[src/rtl/cm_pkg.sv]
// cm library shared package: sort sequencer state type and sizing helper.
// Used by cm_sort_seq (optional descending mode: CM_SORT_SEQ_DESC_EN).
package cm_pkg;

    typedef enum logic {
        FILL  = 1'b0,
        DRAIN = 1'b1
    } t_cm_sort_seq_state;

    // Ceiling log2, at least 1 so single-bit indices stay legal.
    function automatic int sclog2(input int n);
        int r;
        int v;
        r = 0;
        v = 1;
        while (v < n) begin
            v = v << 1;
            r = r + 1;
        end
        if (r == 0) r = 1;
        return r;
    endfunction

endpackage

[src/rtl/cm_sort_seq_cell.sv]
// One storage slot of cm_sort_seq: compares the incoming word against its
// own contents and loads new / shifted-up / shifted-down slot contents.
module cm_sort_seq_cell #(
    parameter int DWIDTH = 16,
    parameter int IW     = 3
) (
    input  logic              i_clk,
    input  logic              i_rst,
    input  logic              i_desc,
    input  logic              i_take_new,
    input  logic              i_take_below,
    input  logic              i_pop,
    input  logic [DWIDTH-1:0] i_new_data,
    input  logic [IW-1:0]     i_new_idx,
    input  logic              i_below_vld,
    input  logic [DWIDTH-1:0] i_below_data,
    input  logic [IW-1:0]     i_below_idx,
    input  logic              i_above_vld,
    input  logic [DWIDTH-1:0] i_above_data,
    input  logic [IW-1:0]     i_above_idx,
    output logic              o_gt,
    output logic              o_vld,
    output logic [DWIDTH-1:0] o_data,
    output logic [IW-1:0]     o_idx
);

    logic              r_vld;
    logic [DWIDTH-1:0] r_data;
    logic [IW-1:0]     r_idx;

    // Empty slot acts as +/- infinity, so the new word always goes below it.
    // Strict compare keeps equal keys in arrival order.
    assign o_gt = !r_vld
                | (i_desc ? (r_data < i_new_data)
                          : (r_data > i_new_data));

    // Slot update: pop shifts down, insert loads new word or shifts up.
    always_ff @(posedge i_clk) begin
        if (i_rst) begin
            r_vld  <= 1'b0;
            r_data <= '0;
            r_idx  <= '0;
        end else if (i_pop) begin
            r_vld  <= i_above_vld;
            r_data <= i_above_data;
            r_idx  <= i_above_idx;
        end else if (i_take_below) begin
            r_vld  <= i_below_vld;
            r_data <= i_below_data;
            r_idx  <= i_below_idx;
        end else if (i_take_new) begin
            r_vld  <= 1'b1;
            r_data <= i_new_data;
            r_idx  <= i_new_idx;
        end
    end

    assign o_vld  = r_vld;
    assign o_data = r_data;
    assign o_idx  = r_idx;

endmodule

[src/rtl/cm_sort_seq.sv]
// Streaming stable insertion sorter with valid/ready on both sides.
// Define CM_SORT_SEQ_DESC_EN to add the i_desc port (descending mode).
module cm_sort_seq
    import cm_pkg::*;
#(
    parameter int  DCNT      = 8,
    parameter int  DWIDTH    = 16,
    localparam int IDX_WIDTH = sclog2(DCNT)
) (
    input  logic                 i_clk,
    input  logic                 i_rst,
    input  logic                 i_vld,
    input  logic [DWIDTH-1:0]    i_data,
    input  logic                 i_last,
`ifdef CM_SORT_SEQ_DESC_EN
    input  logic                 i_desc,
`endif
    output logic                 o_rdy,
    output logic                 o_vld,
    output logic [DWIDTH-1:0]    o_data,
    output logic [IDX_WIDTH-1:0] o_idx,
    output logic                 o_last,
    input  logic                 i_rdy
);

    localparam int CW = IDX_WIDTH + 1;

    t_cm_sort_seq_state r_state;
    logic [CW-1:0]      r_cnt;
    logic               r_rdy;
    logic               r_ovld;

    logic [CW-1:0]        w_cnt_inc;
    logic                 w_ins;
    logic                 w_pop;
    logic                 w_last;
    logic                 w_desc;
    logic [DCNT-1:0]      w_gt;
    logic [DCNT-1:0]      w_vld;
    logic [DWIDTH-1:0]    w_data [DCNT];
    logic [IDX_WIDTH-1:0] w_idx  [DCNT];

    assign w_cnt_inc = r_cnt + CW'(1);
    assign w_ins     = (r_state == FILL) & r_rdy & i_vld;
    assign w_pop     = r_ovld & i_rdy;
    assign w_last    = r_ovld & w_vld[0] & ~w_vld[1];

`ifdef CM_SORT_SEQ_DESC_EN
    logic r_desc;

    // Order mode is captured with the first word and held for the batch.
    always_ff @(posedge i_clk) begin
        if (i_rst) begin
            r_desc <= 1'b0;
        end else if (w_ins && r_cnt == '0) begin
            r_desc <= i_desc;
        end
    end

    // Slots are all empty on the first accept, so r_desc is safe to use.
    assign w_desc = r_desc;
`else
    assign w_desc = 1'b0;
`endif

    genvar k;
    for (k = 0; k < DCNT; k++) begin : g_cell
        logic                 w_bgt;
        logic                 w_bv;
        logic [DWIDTH-1:0]    w_bd;
        logic [IDX_WIDTH-1:0] w_bi;
        logic                 w_av;
        logic [DWIDTH-1:0]    w_ad;
        logic [IDX_WIDTH-1:0] w_ai;

        if (k == 0) begin : g_bot
            assign w_bgt = 1'b0;
            assign w_bv  = 1'b0;
            assign w_bd  = '0;
            assign w_bi  = '0;
        end else begin : g_mid_b
            assign w_bgt = w_gt[k-1];
            assign w_bv  = w_vld[k-1];
            assign w_bd  = w_data[k-1];
            assign w_bi  = w_idx[k-1];
        end

        if (k == DCNT - 1) begin : g_top
            assign w_av = 1'b0;
            assign w_ad = '0;
            assign w_ai = '0;
        end else begin : g_mid_a
            assign w_av = w_vld[k+1];
            assign w_ad = w_data[k+1];
            assign w_ai = w_idx[k+1];
        end

        cm_sort_seq_cell #(
            .DWIDTH (DWIDTH),
            .IW     (IDX_WIDTH)
        ) u_cell (
            .i_clk        (i_clk),
            .i_rst        (i_rst),
            .i_desc       (w_desc),
            .i_take_new   (w_ins & w_gt[k] & ~w_bgt),
            .i_take_below (w_ins & w_bgt),
            .i_pop        (w_pop),
            .i_new_data   (i_data),
            .i_new_idx    (r_cnt[IDX_WIDTH-1:0]),
            .i_below_vld  (w_bv),
            .i_below_data (w_bd),
            .i_below_idx  (w_bi),
            .i_above_vld  (w_av),
            .i_above_data (w_ad),
            .i_above_idx  (w_ai),
            .o_gt         (w_gt[k]),
            .o_vld        (w_vld[k]),
            .o_data       (w_data[k]),
            .o_idx        (w_idx[k])
        );
    end

    // Batch FSM: fill until DCNT words or i_last, then drain to empty.
    always_ff @(posedge i_clk) begin
        if (i_rst) begin
            r_state <= FILL;
            r_cnt   <= '0;
            r_rdy   <= 1'b1;
            r_ovld  <= 1'b0;
        end else begin
            unique case (r_state)
                FILL: begin
                    if (w_ins) begin
                        r_cnt <= w_cnt_inc;
                        if (i_last || w_cnt_inc == CW'(DCNT)) begin
                            r_state <= DRAIN;
                            r_rdy   <= 1'b0;
                            r_ovld  <= 1'b1;
                        end
                    end
                end
                DRAIN: begin
                    if (w_pop && w_last) begin
                        r_state <= FILL;
                        r_cnt   <= '0;
                        r_rdy   <= 1'b1;
                        r_ovld  <= 1'b0;
                    end
                end
                default: begin
                    r_state <= FILL;
                end
            endcase
        end
    end

    assign o_rdy  = r_rdy;
    assign o_vld  = r_ovld;
    assign o_data = r_ovld ? w_data[0] : '0;
    assign o_idx  = r_ovld ? w_idx[0] : '0;
    assign o_last = w_last;

endmodule

[config.mk]
export PLATFORM = sky130hd
export DESIGN_NAME = cm_sort_seq
export DESIGN_NICKNAME = d
export VERILOG_FILES = /design/src/rtl/cm_pkg.sv /design/src/rtl/cm_sort_seq_cell.sv /design/src/rtl/cm_sort_seq.sv
export SDC_FILE = /design/constraint.sdc
export NUM_CORES = 1
export LEC_CHECK = 0
export ABC_AREA = 1
export BUFFER_PORTS_ARGS = -buffer_cell sky130_fd_sc_hd__buf_2
export CAP_MARGIN = 25
export CORE_MARGIN = 2
export CORE_UTILIZATION = 40
export CTS_CLUSTER_SIZE = 28
export DETAILED_ROUTE_END_ITERATION = 6
export PLACE_DENSITY_LB_ADDON = 0.1
export SYNTH_ARGS = -nofsm -noshare
export SYNTH_HDL_FRONTEND = slang
export SYNTH_SLANG_ARGS = --single-unit
[constraint.sdc]
create_clock -name i_clk -period 6.95 [get_ports i_clk]
set_clock_uncertainty 0.05 [all_clocks]
set_input_delay 1.39 -clock i_clk [delete_from_list [all_inputs] [get_ports i_clk]]
set_output_delay 1.39 -clock i_clk [all_outputs]
set_load 0.05 [all_outputs]
==> reports/metrics.csv, run 1 <==
metric;value;unit
outcome;complete, no violations;
Post-Synth Simple-Gate Area;39.6;%
drt pass-1 iters;5;
HPWL Detailed;30400;um
Num CTS Buffers;17;
CP Buf/Inv Count;3;
root buf cell;clkbuf_16;
vias in the first global route;12200;
Post-DP Area;0.0134;sq mm
core area;0.0324;sq mm
post-synth cell types;35;
initial antenna violation count;0;
crit path cell chain;buf_2, inv_1, ha_1, nand2_1, nand2_1, nand2_1, nand2_1, nand2_1, nand2_1, nand2_1, nand2_1, nand2_1, nand2_1, nand2_2, nand2_2, inv_2, nand3_1, nand2_1, nor2_1;
sequential area share after synthesis;25.5;%
PostCTS Resize Cnt;0;
global-route wire length before repair;69400;um
area leader, netlist;dfxtp_1;
hold endpoint;g_cell[4].u_cell.o_vld$_SDFFE_PP0P_;
cts hold-fix bufs;0;
Syn Inst Count;2195;
final setup violation count;0;
cell mode on critical path;nand2_1;
crit path launch type;primary input;
latest clock arrival within the worst-skew pair;0.44;ns
power density over the cells;287;mW/mm^2
Synth top cells by count;nand2_1 (657), nor2_1 (383), inv_1 (230);
P_leak;0.00741;uW
TritonCTS clock tree;done;
worst vdd ir;0.180;mV
count leader, synth;nand2_1;
hold path depth;2;
critical path class;primary input to register;
via count;13200;
critical path fanouts, max;38;
post-synthesis compound-gate area fraction;10.6;%
Post-synth EDFFs;0;
CTS max path bufs;2;
Routed WL;43300;um
Setup Fix Bufs, Post-CTS;0;
DRT iter0 DRCs;1078;
synthesis-stage register bit count;167;
# clock sinks;167;
syn avg cell area;5.96;sq um
Synth Area in Adders;12.3;%
clk slew on worst S/H paths;0.07;ns
RSZ-0062 raised after global routing;false;
# diodes;0;
Post-layout nets;2310;
fraction of layout cells with a size suffix above 1;5.71;%
Setup crit end kind;register;
antenna violation net count after detailed routing;0;
Die Wd;185;um
CP required;7.23;ns
height of the die;185;um
Main synth FF type;dfxtp_1;
drc violations;0;
Synth async-reset ratio;0;%
largest net degree at the start of global routing;106;
Critical Path AT;4.87;ns
Worst R2R Start;g_cell[0].u_cell.o_data[0]$_SDFFE_PP0P_;
Routability Congestion;0.894;
synthesis-to-layout area growth;7.23;%
grt total ovfl;0;
WL/cell;16.6;um
post-synthesis xor/xnor area fraction;0.0669;%
Final Hold Fails;0;
CP peak stage delay;0.69;ns
H-tree levels;4;
largest family of logic cells by synthesized area;simple AND/OR/NAND/NOR gates;
Initial Util;40.4;%
Hold Startpoint;g_cell[4].u_cell.o_vld$_SDFFE_PP0P_;
Setup TNS;0;ns
Max Fclk;218;MHz
Max Cap Viol;0;
Mapped Nets;2345;
CP max stage cell;inv_2;
Synth area leaders;dfxtp_1 (26%), nand2_1 (19%), ha_1 (12%), nor2_1 (11%), nand3_1 (7.7%);
Core Util, Final;43.3;%
vias per cell;5.05;
mux share of post-synthesis cell area;0;%
Final Cell Area;0.0140;sq mm
Die ar.;0.0342;sq mm
Row Count;66;
class of the worst hold path;register to register;
Yosys top cell area share;25.5;%
Critical R2R Capture;g_cell[1].u_cell.o_data[9]$_SDFFE_PP0P_;
FF-to-FF setup slack;3.53;ns
crit-path leading delay family;simple AND/OR/NAND/NOR gates;
post-route clock period utilization;66.0;%
all-layer global routing usage;26.0;%
Worst Tran Pin Value;1.00;ns
Worst Reg2Reg Path Length in Cells;13;
Min Clock Period, post-route;4.59;ns
relative slew slack;33.0;%
Syn. warnings;0;
I/O pin cnt;43;
count of pins over their slew limit;0;
Netlist Area Pre-Place;0.0131;sq mm
port buffer count;42;
==> layout make-up <==
cell class                 instances  area, sq um
sequential                       167         3340
inverter                         236          891
multi-input combinational       1671         8210
clock buffer                      23          468
clock inverter                     7          144
tap                              442          553
timing repair buffer              67          423
fill                            3605        18300
==> logic make-up after synthesis <==
group | count (synthesis)
simple gates | 1279
buf+inv | 357
compound gates | 262
flops | 167
fa+ha+maj | 129
xor+xnor | 1
==> layout by cell type (no fill, tap or decap), types with 3 or more instances in the layout <==
cell / n
a21oi_1: 146
a31oi_1: 5
buf_2: 42
buf_4: 23
bufinv_16: 4
clkbuf_1: 4
clkbuf_16: 17
dfxtp_1: 167
ha_1: 129
inv_1: 229
inv_2: 4
nand2_1: 656
nand2_2: 11
nand2_4: 4
nand3_1: 201
nand4_1: 7
nor2_1: 383
nor3_1: 8
nor3_2: 4
o211ai_1: 19
o21ai_0: 67
o21ai_1: 16
o22ai_1: 3
==> how the worst max path moves through the flow <==
stage,startpoint,to,slack [ns],depth (start not counted)
after floorplan,o_vld$_SDFFE_PP0P_,o_last,3.60,2
after global placement,i_data[1],g_cell[1].u_cell.o_data[12]$_SDFFE_PP0P_,1.95,19
after detailed placement,i_data[1],g_cell[1].u_cell.o_data[9]$_SDFFE_PP0P_,1.85,19
after CTS,i_data[1],g_cell[1].u_cell.o_data[9]$_SDFFE_PP0P_,2.31,19
after global routing,i_data[1],g_cell[1].u_cell.o_idx[2]$_SDFFE_PP0P_,1.93,19
final,i_data[1],g_cell[1].u_cell.o_data[9]$_SDFFE_PP0P_,2.36,19
==> through the flow <==
stage | power (uW) | setup WS, ns | hold WS [ns] | std cells
after detailed placement | 2980 | 1.85 | 0.436 | 2581
after floorplan | 2570 | 3.60 | 0.396 | 2195
after global routing | 4360 | 1.93 | 0.476 | 2613
after global placement | 2960 | 1.95 | 0.431 | 2581
final | 4020 | 2.36 | 0.451 | 2613
after CTS | 4040 | 2.31 | 0.450 | 2611
==> layer usage <==
metal | GRT usage (%) | part of all wire (%) | up-vias
met1 | 36.9 | 48 | 5955
met2 | 41.9 | 45 | 346
met4 | 6.29 | 1.6 | 0
met5 | 0 | 0 | -
li1 | - | - | 6847
met3 | 3.05 | 5.4 | 43
==> power by group <==
group,switching [uW],internal (uW)
Clock,431,620
Sequential,154,1160
Combinational,1120,539
Total,1710,2320
==> registers in the layout (all words and copies together), names as in the netlist <==
| register | flops |
|---|---|
| r_state | 1 |
| g_cell.u_cell.o_vld | 8 |
| o_rdy | 1 |
| g_cell.u_cell.o_idx | 24 |
| r_cnt | 4 |
| o_vld | 1 |
| g_cell.u_cell.o_data | 128 |
==> worst min-delay path: cells and delay by family (launching register included) <==
kind / cells / cell delay [ns]
buffers and inverters: 1 / 0.07
DFF: 1 / 0.32
AOI/OAI and AO/OA: 1 / 0.06
(Power assumes the default switching activity.)
==> inputs of run 2 (changes only) <==
--- a/config.mk
+++ b/config.mk
@@ -5,7 +5,7 @@
 export SDC_FILE = /design/constraint.sdc
 export NUM_CORES = 1
 export LEC_CHECK = 0
-export ABC_AREA = 1
+export ABC_AREA = 0
 export BUFFER_PORTS_ARGS = -buffer_cell sky130_fd_sc_hd__buf_2
 export CAP_MARGIN = 25
 export CORE_MARGIN = 2
==> constraint.sdc (replaced) <==
create_clock -name i_clk -period 3.7 [get_ports i_clk]
set_clock_uncertainty 0.05 [all_clocks]
set_input_delay 0.74 -clock i_clk [delete_from_list [all_inputs] [get_ports i_clk]]
set_output_delay 0.74 -clock i_clk [all_outputs]
set_load 0.05 [all_outputs]
==> run 2 against run 1 <==
- highest routed layer unchanged
- global-route usage rose by 0.87 points
- power rose by 43%
- combinational power rose by 7%
- final cell count fell by 28%
- clock power rose by 65%
- first-iteration DRC count fell by 6.1%
- core utilization rose by 3.7 points
- register-to-register slack got worse by 2.8 ns
- area after synthesis fell by 11%
==> reports/metrics.csv, run 2 <==
metric;value;unit;change
WL/cell;21.7;um;was 16.6 um
Synth top cells by count;dfxtp_1 (167), nand2_1 (136), ha_1 (129);;was nand2_1 (657), nor2_1 (383), inv_1 (230)
Die Wd;174;um;was 185 um
relative slew slack;28.2;%;was 33.0%
post-synth cell types;65;;was 35
sequential area share after synthesis;28.8;%;was 25.5%
Max Cap Viol;0;;unchanged
commonest non-fill, non-tap cell in the layout;dfxtp_1;;was nand2_1
class of the worst hold path;register to register;;unchanged
Setup Fix Bufs, Post-CTS;0;;unchanged
Die ar.;0.0304;sq mm;was 0.0342 sq mm
Routed WL;41000;um;was 43300 um
area leader, netlist;dfxtp_1;;unchanged
DRT iter0 DRCs;1012;;was 1078
latest clock arrival within the worst-skew pair;0.45;ns;was 0.44 ns
critical path fanouts, max;19;;was 38
largest net degree at the start of global routing;76;;was 106
synthesis-to-layout area growth;16.1;%;was 7.23%
Max Fclk;299;MHz;
antenna violation net count after detailed routing;0;;unchanged
Initial Util;40.5;%;was 40.4%
critical path class;primary input to register;;unchanged
port buffer count;42;;unchanged
Min Clock Period, post-route;3.35;ns;
PostCTS Resize Cnt;0;;unchanged
P_leak;0.00551;uW;was 0.00741 uW
setup ws final;0.353;ns;was 2.36 ns
Row Count;62;;was 66
Fill cells;2834;;was 3605
Main synth FF type;dfxtp_1;;unchanged
count of pins over their slew limit;0;;unchanged
area of the multi-input gates;0.00764;sq mm;was 0.00821 sq mm
outcome;complete, no violations;;unchanged
vias per cell;6.00;;was 5.05
post-route clock period utilization;90.5;%;
CP required;3.98;ns;was 7.23 ns
initial antenna violation count;0;;unchanged
synthesis-stage register bit count;167;;unchanged
root buf cell;clkbuf_16;;unchanged
worst vdd ir;0.333;mV;was 0.180 mV
all-layer global routing usage;26.8;%;was 26.0%
Setup TNS;0;ns;unchanged
Register Area;0.00334;sq mm;unchanged
count leader, synth;dfxtp_1;;was nand2_1
Final Hold Fails;0;;unchanged
cts hold-fix bufs;0;;unchanged
Syn Inst Count;1419;;was 2195
Critical Path AT;3.63;ns;was 4.87 ns
I/O pin cnt;43;;unchanged
drt pass-1 iters;5;;unchanged
most frequent cells in the layout;dfxtp_1 (167), nand2_1 (135), ha_1 (129), nor2_1 (120), a21oi_1 (114);;was nand2_1 (656), nor2_1 (383), inv_1 (229), nand3_1 (201), dfxtp_1 (167)
vias in the first global route;10900;;was 12200
Synth area leaders;dfxtp_1 (29%), ha_1 (14%), a32o_1 (6.0%), a21oi_1 (5.0%), nand2_1 (4.4%);;was dfxtp_1 (26%), nand2_1 (19%), ha_1 (12%), nor2_1 (11%), nand3_1 (7.7%)
crit path launch type;primary input;;unchanged
# clock sinks;167;;unchanged
global-route wire length before repair;63900;um;was 69400 um
Pwr Total;5770;uW;was 4020 uW
Post-synth EDFFs;0;;unchanged
fraction of layout cells with a size suffix above 1;15.3;%;was 5.71%
Core Util, Final;47.1;%;was 43.3%
Syn. warnings;0;;unchanged
Yosys top cell area share;28.8;%;was 25.5%
max FFs per register;128;;unchanged
TritonCTS clock tree;done;;unchanged
Worst Tran Pin Value;1.07;ns;was 1.00 ns
Mapped Nets;1569;;was 2345
core area;0.0286;sq mm;was 0.0324 sq mm
dpl ws;-0.0542;ns;was 1.85 ns
# diodes;0;;unchanged
Netlist Area Pre-Place;0.0116;sq mm;was 0.0131 sq mm
Synth async-reset ratio;0;%;unchanged
RSZ-0062 raised after global routing;false;;unchanged
grt total ovfl;0;;unchanged
Setup crit end kind;register;;unchanged
power density over the cells;429;mW/mm^2;was 287 mW/mm^2
syn avg cell area;8.18;sq um;was 5.96 sq um
HPWL Detailed;31300;um;was 30400 um
H-tree levels;4;;unchanged
Post-layout nets;1644;;was 2310
CTS max path bufs;2;;unchanged
final setup violation count;0;;unchanged
placed cells;1859;;was 2581
via count;11300;;was 13200
Routability Congestion;0.890;;was 0.894
post-route insts no fill;1891;;was 2613
Num CTS Buffers;17;;unchanged
clk slew on worst S/H paths;0.08;ns;was 0.07 ns
height of the die;174;um;was 185 um
drc violations;0;;unchanged
==> run 2: final timing paths <==
path	from	end	slack [ns]	depth (start not counted)
max	i_data[15]	g_cell[3].u_cell.o_data[11]$_SDFFE_PP0P_	0.35	11
min	g_cell[5].u_cell.o_idx[0]$_SDFFE_PP0P_	g_cell[5].u_cell.o_idx[0]$_SDFFE_PP0P_	0.43	2
min reg2reg	g_cell[5].u_cell.o_idx[0]$_SDFFE_PP0P_	g_cell[5].u_cell.o_idx[0]$_SDFFE_PP0P_	0.43	2
max reg2reg	g_cell[2].u_cell.o_data[14]$_SDFFE_PP0P_	g_cell[3].u_cell.o_data[11]$_SDFFE_PP0P_	0.69	8
==> run 2: critical path, cell delays in order <==
cell,delay [ns]
buf_2,0.13
inv_1,0.09
buf_4,0.19
ha_1,0.31
nand4_1,0.15
nor4_1,0.59
a31oi_1,0.29
o21a_1,0.30
o31a_1,0.33
buf_4,0.21
a32o_1,0.28
==> run 2: cells by family after synthesis <==
group	synth area share [%]
flip-flops	28.8
buffers and inverters	5.74
adder cells (fa/ha/maj)	13.9
multiplexers	3.48
AO/OA/AOI/OAI	29.9
XOR/XNOR	0.151
AND/OR/NAND/NOR	18.0
==> run 2: power by group <==
part,switching [uW],internal [uW]
Combinational,1020,761
Sequential,255,2020
Clock,840,886
==> run 2: metrics by stage <==
step / instance area [sq um] / hold slack [ns]
after global routing: 13500 / 0.453
after floorplan: 11600 / 0.396
after CTS: 13500 / 0.431
after global placement: 12900 / 0.420
after detailed placement: 12900 / 0.418
final: 13500 / 0.429
==> run 2: routing by layer <==
metal  vias up  track usage [%]  wire, um
met3        42             3.48      2180
met2       327             42.6     18200
met5         -                0         0
met1      5474             38.5     19900
met4         0             6.62       714
li1       5494                -         -
==> run 2: cell type report <==
type / count / share of cell area, %
timing repair buffer: 165 / 9.44
inverter: 53 / 1.48
multi-input combinational: 1090 / 56.7
tap: 384 / 3.57
sequential: 167 / 24.8
clock inverter: 13 / 0.715
clock buffer: 19 / 3.29
==> inputs of run 3 (changes only) <==
--- a/config.mk
+++ b/config.mk
@@ -13,6 +13,7 @@
 export CTS_CLUSTER_SIZE = 28
 export DETAILED_ROUTE_END_ITERATION = 6
 export PLACE_DENSITY_LB_ADDON = 0.1
+export RECOVER_POWER = 100
 export SYNTH_ARGS = -nofsm -noshare
 export SYNTH_HDL_FRONTEND = slang
 export SYNTH_SLANG_ARGS = --single-unit
==> run 3 against run 2 <==
- the flow now finishes with violations (max-capacitance violations, max-slew violations)
- final cell count stayed put
- largest cell class unchanged
- via count hardly changed
- flip-flop and latch count stayed put
- global-route usage stayed put
- core utilization is 0.45 points lower
- non-clock buffer count stayed put
- sequential share of layout area is 0.24 points higher
- register-to-register slack worse by 0.30 ns
- clock power hardly changed
==> reports/metrics.csv, run 3 (synthesis gave the netlist of run 2 again) <==
metric;value;unit;change
outcome;complete, but fails checks;;was complete, no violations
failing checks;max-capacitance violations, max-slew violations;;
DRT iter0 DRCs;1026;;was 1012
vias per cell;6.00;;about the same
worst vdd ir;0.335;mV;was 0.333 mV
Row Count;62;;unchanged
crit-path leading delay family;compound AO/OA/AOI/OAI gates;;unchanged
Min Clock Period, post-route;3.42;ns;was 3.35 ns
class of the worst hold path;register to register;;unchanged
crit path launch type;primary input;;unchanged
post-route clock period utilization;92.4;%;was 90.5%
Routed WL;41100;um;was 41000 um
final setup violation count;0;;unchanged
synthesis-to-layout area growth;14.9;%;was 16.1%
HPWL Detailed;31300;um;unchanged
critical path fanouts, max;11;;was 19
Worst Reg2Reg Path Length in Cells;7;;was 8
latest clock arrival within the worst-skew pair;0.45;ns;about the same
max FFs per register;128;;unchanged
Net Sw Frac;36.7;%;was 36.6%
WL/cell;21.7;um;about the same
core area;0.0286;sq mm;unchanged
Final Hold Fails;0;;unchanged
height of the die;174;um;unchanged
Max Fclk;292;MHz;was 299 MHz
Critical Path AT;3.63;ns;about the same
fraction of layout cells with a size suffix above 1;13.1;%;was 15.3%
setup ws final;0.279;ns;was 0.353 ns
crit path cell chain;clkbuf_1, inv_1, buf_4, buf_4, ha_1, a21oi_1, nor2_1, a2111oi_0, a21oi_1, a211o_1, clkbuf_1, a21oi_1, a311oi_1;;was buf_2, inv_1, buf_4, ha_1, nand4_1, nor4_1, a31oi_1, o21a_1, o31a_1, buf_4, a32o_1
H-tree levels;4;;unchanged
CP required;3.91;ns;was 3.98 ns
# diodes;0;;unchanged
power density over the cells;431;mW/mm^2;was 429 mW/mm^2
P_int;3640;uW;was 3660 uW
antenna violation net count after detailed routing;0;;unchanged
RSZ-0062 raised after global routing;false;;unchanged
Die Wd;174;um;unchanged
port buffer count;42;;unchanged
relative slew slack;-6.75;%;was 28.2%
TritonCTS clock tree;done;;unchanged
# clock sinks;167;;unchanged
Die ar.;0.0304;sq mm;unchanged
CP peak stage delay;0.65;ns;was 0.59 ns
sequential share of power;39.5;%;was 39.3%
largest net degree at the start of global routing;76;;unchanged
I/O pin cnt;43;;unchanged
commonest non-fill, non-tap cell in the layout;dfxtp_1;;unchanged
most frequent cells in the layout;dfxtp_1 (167), nand2_1 (135), ha_1 (129), nor2_1 (120), a21oi_1 (115);;was dfxtp_1 (167), nand2_1 (135), ha_1 (129), nor2_1 (120), a21oi_1 (114)
via count;11300;;about the same
grt total ovfl;0;;unchanged
Routability Congestion;0.890;;unchanged
global-route wire length before repair;63900;um;unchanged
dpl ws;-0.0542;ns;unchanged
CTS max path bufs;2;;unchanged
Num CTS Buffers;17;;unchanged
Worst Tran Pin Value;1.60;ns;was 1.07 ns
clk slew on worst S/H paths;0.08;ns;about the same
Psw;2110;uW;about the same
critical path class;primary input to register;;unchanged
count of pins over their slew limit;76;;was 0
Setup crit end kind;register;;unchanged
Clock power frac;30.0;%;was 29.9%
root buf cell;clkbuf_16;;unchanged
Setup Fix Bufs, Post-CTS;0;;unchanged
all-layer global routing usage;26.8;%;unchanged
initial antenna violation count;0;;unchanged
drt pass-1 iters;5;;unchanged
PostCTS Resize Cnt;0;;unchanged
power share of the combinational group;30.4;%;was 30.8%
vias in the first global route;10900;;unchanged
cell mode on critical path;a21oi_1;;was buf_4
Levels on crit path;13;;was 11
Post-layout nets;1644;;unchanged
hold path depth;2;;unchanged
Max Cap Viol;1;;was 0
P_leak;0.00536;uW;was 0.00551 uW
Initial Util;40.5;%;unchanged
CP max stage cell;a2111oi_0;;was nor4_1
CP Buf/Inv Count;5;;was 4
cts hold-fix bufs;0;;unchanged
drc violations;0;;unchanged
Pwr Total;5750;uW;was 5770 uW
-- run 3: changes by cell type in the layout (fill, tap and decap cells not counted), sizes merged --
cell    previous run  this run
buf              165       127
clkbuf            19        57
-- run 3: final timing paths --
check                                                       startpoint                                       to  slack, ns
worst max-delay path                                        i_data[11]  g_cell[7].u_cell.o_data[6]$_SDFFE_PP0P_       0.28
worst min-delay path            g_cell[5].u_cell.o_idx[0]$_SDFFE_PP0P_   g_cell[5].u_cell.o_idx[0]$_SDFFE_PP0P_       0.43
worst max register to register                      o_vld$_SDFFE_PP0P_  g_cell[5].u_cell.o_data[1]$_SDFFE_PP0P_       0.39
worst min register to register  g_cell[5].u_cell.o_idx[0]$_SDFFE_PP0P_   g_cell[5].u_cell.o_idx[0]$_SDFFE_PP0P_       0.43
-- run 3: per-layer routing --
metal	track usage (%)	wire length, um	vias up
met2	42.6	18300	334
li1	-	-	5497
met3	3.48	2360	40
met1	38.5	19700	5477
met4	6.62	702	0
met5	0	0	-
-- run 3: tightest hold or removal path: stages (launching register included) --
cell	delay [ns]
dfxtp_1	0.33
inv_1	0.05
o32ai_1	0.05
-- run 3: power groups by stage --
stage          sequential (uW)  combinational [uW]  clock [uW]
4_1_cts                   2270                1760        1750
2_1_floorplan             2200                1200           0
5_1_grt                   2300                1930        1830
3_5_place_dp              2310                1750           0
3_3_place_gp              2310                1730           0
6_report                  2270                1750        1730
-- run 3: area by class of cell --
type | instances | area, sq um
inverters | 53 | 199
clock buffers | 19 | 443
flip-flops and latches | 167 | 3340
clock inverters | 13 | 96.3
fillers | 2868 | 15300
multi-input cells | 1090 | 7630
well taps | 384 | 480
repair buffers | 165 | 1140
-- run 3: metrics by stage --
stage / hold WS (ns) / instances / area (sq um) / TNS, ns / util [%]
global placement: 0.420 / 1859 / 12900 / -0.0144 / 45.2
floorplan: 0.396 / 1419 / 11600 / 0 / -
detailed placement: 0.418 / 1859 / 12900 / -0.123 / 45.2
global route: 0.453 / 1891 / 13300 / 0 / 46.6
CTS: 0.431 / 1891 / 13500 / 0 / 47.1
finish: 0.428 / 1891 / 13300 / 0 / 46.6
